`config.mk`:
```
export PLATFORM = sky130hd
export DESIGN_NAME = aes_word_serializer
export DESIGN_NICKNAME = d
export VERILOG_FILES = /design/src/rtl/aes_word_serializer.sv
export SDC_FILE = /design/constraint.sdc
export NUM_CORES = 1
export LEC_CHECK = 0
export BUFFER_PORTS_ARGS = -buffer_cell sky130_fd_sc_hd__buf_2
export CAP_MARGIN = 20
export CORE_MARGIN = 1.5
export CORE_UTILIZATION = 50
export DETAILED_ROUTE_END_ITERATION = 6
export PLACE_DENSITY_LB_ADDON = 0.25
export RECOVER_POWER = 100
export SETUP_SLACK_MARGIN = 0.02
export SLEW_MARGIN = 25
export SYNTH_ARGS = -nofsm -noshare
export SYNTH_HDL_FRONTEND = slang
export SYNTH_SLANG_ARGS = --single-unit
```
`constraint.sdc`:
```
create_clock -name clk -period 11.8 [get_ports clk]
set_input_delay 2.36 -clock clk [delete_from_list [all_inputs] [get_ports clk]]
set_output_delay 2.36 -clock clk [all_outputs]
set_load 0.05 [all_outputs]
```
`src/rtl/aes_word_serializer.sv`:
```
// Pops 128-bit words from the upstream FIFO and streams each one to the AES core
// as BEATS valid/ready beats, most-significant beat first, counting completed words.
module aes_word_serializer #(
    parameter int unsigned DATA_W = 128,
    parameter int unsigned BEAT_W = 32,
    parameter int unsigned BEATS  = 4,
    parameter int unsigned CNT_W  = 16
) (
    input  logic              clk,
    input  logic              rst,
    input  logic              fifo_empty,
    output logic              fifo_rd_en,
    input  logic [DATA_W-1:0] fifo_data,
    output logic              out_valid,
    input  logic              out_ready,
    output logic [BEAT_W-1:0] out_data,
    output logic              out_first,
    output logic              out_last,
    output logic [CNT_W-1:0]  word_cnt,
    output logic              busy
);

    localparam int unsigned BCNT_W = $clog2(BEATS);
    localparam logic [BCNT_W-1:0] LAST_BEAT = BCNT_W'(BEATS - 1);

    typedef enum logic [1:0] {
        IDLE = 2'd0,
        WAIT = 2'd1,
        SEND = 2'd2
    } state_t;

    state_t             state_q, state_d;
    logic [DATA_W-1:0]  shreg_q, shreg_d;
    logic [BCNT_W-1:0]  bcnt_q,  bcnt_d;
    logic [CNT_W-1:0]   word_cnt_q, word_cnt_d;

    // State and datapath registers
    always_ff @(posedge clk or posedge rst) begin
        if (rst) begin
            state_q    <= IDLE;
            shreg_q    <= '0;
            bcnt_q     <= '0;
            word_cnt_q <= '0;
        end else begin
            state_q    <= state_d;
            shreg_q    <= shreg_d;
            bcnt_q     <= bcnt_d;
            word_cnt_q <= word_cnt_d;
        end
    end

    // Next-state logic; the FIFO strobe is gated by rst so every output is 0 during reset
    always_comb begin
        state_d    = state_q;
        shreg_d    = shreg_q;
        bcnt_d     = bcnt_q;
        word_cnt_d = word_cnt_q;
        fifo_rd_en = 1'b0;

        case (state_q)
            IDLE: begin
                fifo_rd_en = !fifo_empty && !rst;
                if (!fifo_empty) begin
                    state_d = WAIT;
                end
            end
            WAIT: begin
                shreg_d = fifo_data;
                bcnt_d  = '0;
                state_d = SEND;
            end
            SEND: begin
                if (out_ready) begin
                    if (bcnt_q == LAST_BEAT) begin
                        word_cnt_d = CNT_W'(word_cnt_q + 1'b1);
                        state_d    = IDLE;
                    end else begin
                        shreg_d = shreg_q << BEAT_W;
                        bcnt_d  = BCNT_W'(bcnt_q + 1'b1);
                    end
                end
            end
            default: begin
                state_d = IDLE;
            end
        endcase
    end

    // Stream outputs decode directly from registered state, so they hold until transfer
    always_comb begin
        out_valid = (state_q == SEND);
        out_data  = shreg_q[DATA_W-1 -: BEAT_W];
        out_first = (state_q == SEND) && (bcnt_q == '0);
        out_last  = (state_q == SEND) && (bcnt_q == LAST_BEAT);
        word_cnt  = word_cnt_q;
        busy      = (state_q != IDLE);
    end

endmodule

```
==> flow_metrics.tcl <==
set metrics [dict create \
    cts_sinks 148 \
    status "complete, but fails checks" \
    setup_violations 0 \
    cts_tree "done" \
    grt_overflow 0 \
    worstHoldStart "word_cnt[15]" \
    drive_above_1_share_pct 18.3 \
    areaGrowthSynthToFinish_pct 16.8 \
    setup_ws_ps 5750 \
    io_buffers 184 \
    min_delay_path_depth 1 \
    hpwl_um 10100 \
    syn_area_um2 6730 \
    num_vias 5569 \
    fmax_mhz 165 \
    grt_usage_pct 22.9 \
    failed_checks "capacitance limit, slew limit" \
    drtIter0Drc 455 \
    avgViaCountPerCell 5.11 \
    synthesis.nets 915 \
    design_area_um2 7860 \
    layout.area.seq_um2 3700 \
    slowest_stage "nand2b_1" \
    placed_area_um2 7420 \
    core_um2 13200 \
    synth_cell_type_count 31 \
    first_global_vias 5170 \
    grt_max_degree 102 \
    cp-start-kind "primary input" \
    place.gp.congestion 0.783 \
    postRouteAntennaNets 0 \
    num_rows 42 \
    yosys.area.top_type "dfrtp_1" \
    die_h_um 119 \
    clock_skew_ps 4.56 \
    critPathMaxFanout 101 \
    synth.top_cell.area_share_pct 55.0 \
    timing.rr.end "shreg_q[127]" \
    clk_path_buf_depth 2 \
    leakagePower_nw 3.61 \
    power.density_nw_per_um2 287 \
    ff2ff_setup_slack_ps 7110 \
    clkLatencyLatePin_ps 410 \
    yosysSeqAreaShare_pct 55.0 \
    vdd_drop_max_mv 0.230 \
    dpl_worst_slack_ps 6490 \
    layout_worst_path_cycle_share_pct 51.2 \
    die_area_um2 14200 \
    grt_pass1_wl_um 25700 \
    cts-root-buf "clkbuf_16" \
    end_kind "register" \
    hp-class "register to register" \
    drv_cap 4 \
    post_cts.repair.setup_buffers 0 \
    die_w_um 119 \
    rsz0062_at_grt "false" \
    total_power_mw 2.26 \
    drv_slew 254 \
    critical_path.top_delay_family "simple AND/OR/NAND/NOR gates" \
    cts_hold_buf 0 \
    worst-path-buf-inv 2 \
    period_needed_ps 6050 \
    io-pin-count 185 \
    worstMarginPinSlew_ps 3320 \
    finalNetCount 1037 \
    synth.area.top_cells "dfrtp_1 (55%), nand2_1 (15%), a31oi_1 (8.9%)" \
    cts_resized 0 \
    drt-pass1-iter-count 5 \
    finalHoldViolCount 0 \
    worstSetupPathType "primary input to register" \
    crit_required_ps 12120 \
    r2r_start "bcnt_q[0]" \
    worstPathArrival_ps 6370 \
    relSlewSlack_pct -123 \
    cts_max_level 4 \
    drc_errors 0 \
    reg2reg_depth 6 \
    slowest_delay_ps 2260 \
    post_drt_wl_per_cell_um 14.4 \
    path_cells "clkbuf_1, and4bb_1, nand2b_1, buf_4, nor2_1, a31oi_1" \
    fill_cells 1266 \
    wirelength_um 15700 \
    hold_end "word_cnt[15]" \
    postSynthCellCount 780 \
    finalSetupTns_ps 0 \
    start_util_pct 51.0 \
    cts_buffers 17 \
    antenna_cells 0 \
    syn_area_per_cell_um2 8.63 \
    ys_ff_latch 148 \
    multi_input_area_um2 2490 \
    clkTransAtPathRegs_ps 60 \
    ys.warnings.count 0 \
    antenna_found_initial 0 \
]
## synthesized netlist by cell type
cell,number
and4bb_1,1
nand3_1,7
o21ai_0,1
clkbuf_2,1
a31oi_1,96
nand2_1,266
o31ai_1,1
xnor2_1,13
nor2b_1,1
buf_1,2
inv_2,1
dfrtp_1,148
buf_6,1
xor2_1,2
and3_1,2
inv_1,3
nor3_1,3
a21oi_1,32
buf_4,42
nand4_1,5
mux2_2,1
nand2b_4,1
nor2_1,98
and2_1,2
buf_2,15
or2_2,1
clkbuf_1,27
and4_1,1
ha_1,3
and4b_1,1
nand2b_1,2
## flip-flops by register name, indices dropped and copies added (netlist names)
name and cells:
bcnt_q 2, shreg_q 128, word_cnt 16, state_q 2
## power by group
| part | switching, mW | internal [mW] | leakage [nW] | total, mW |
|---|---|---|---|---|
| combinational | 0.675 | 0.273 | 1.61 | 0.948 |
| sequential | 0.117 | 0.724 | 1.75 | 0.841 |
| clock | 0.190 | 0.277 | 0.248 | 0.467 |
## per-layer routing
layer / routed length [um] / up-vias / global-route usage, %
li1: - / 2791 / -
met5: 0 / - / 0
met3: 1010 / 12 / 5.80
met2: 6860 / 182 / 33.1
met4: 170 / 0 / 6.85
met1: 7660 / 2584 / 33.9
## worst max-delay path by stage
| stage | startpoint | end | slack [ps] | depth (start not counted) |
|---|---|---|---|---|
| CTS | rst | fifo_rd_en | 6490 | 3 |
| detailed placement | rst | fifo_rd_en | 6490 | 3 |
| global route | out_ready | shreg_q[127] | 5250 | 6 |
| floorplan | rst | bcnt_q[0] | 5460 | 1 |
| finish | out_ready | shreg_q[127] | 5750 | 6 |
| global placement | rst | fifo_rd_en | 6520 | 3 |
## stage by stage
stage	hold WS, ps	utilization, %	cells
after global routing	521	59.6	1090
after global placement	459	56.2	1058
after floorplan	500	-	780
after CTS	503	60.1	1089
after detailed placement	494	56.2	1058
final	501	59.6	1090
## cell type report
class                      count  share of cell area [%]
tap                          176                    2.80
clock inverter                 5                   0.350
timing repair buffer         191                    11.7
sequential                   148                    47.1
clock buffer                  26                    6.10
inverter                       4                   0.223
multi-input combinational    540                    31.7
## cell usage in the layout (no fill, tap or decap), types with 2 or more instances in the layout
| master | instances |
|---|---|
| a21oi_1 | 32 |
| a31oi_1 | 96 |
| and3_1 | 2 |
| buf_2 | 132 |
| buf_4 | 4 |
| clkbuf_1 | 60 |
| clkbuf_16 | 17 |
| clkbuf_8 | 2 |
| clkinv_2 | 4 |
| clkinvlp_2 | 2 |
| dfrtp_1 | 148 |
| ha_1 | 3 |
| inv_1 | 2 |
| nand2_1 | 266 |
| nand2b_1 | 3 |
| nand3_1 | 7 |
| nand4_1 | 5 |
| nor2_1 | 98 |
| nor3_1 | 3 |
| xnor2_1 | 13 |
| xor2_1 | 2 |
## cells by family after synthesis
logic type / after synthesis / share of synthesized area [%]
buf+inv: 92 / 7.88
flops: 148 / 55.0
xor+xnor: 15 / 1.95
fa+ha+maj: 3 / 0.558
mux: 1 / 0.167
compound gates: 130 / 11.5
simple gates: 391 / 22.9
Power figures use the tool's default switching activity.
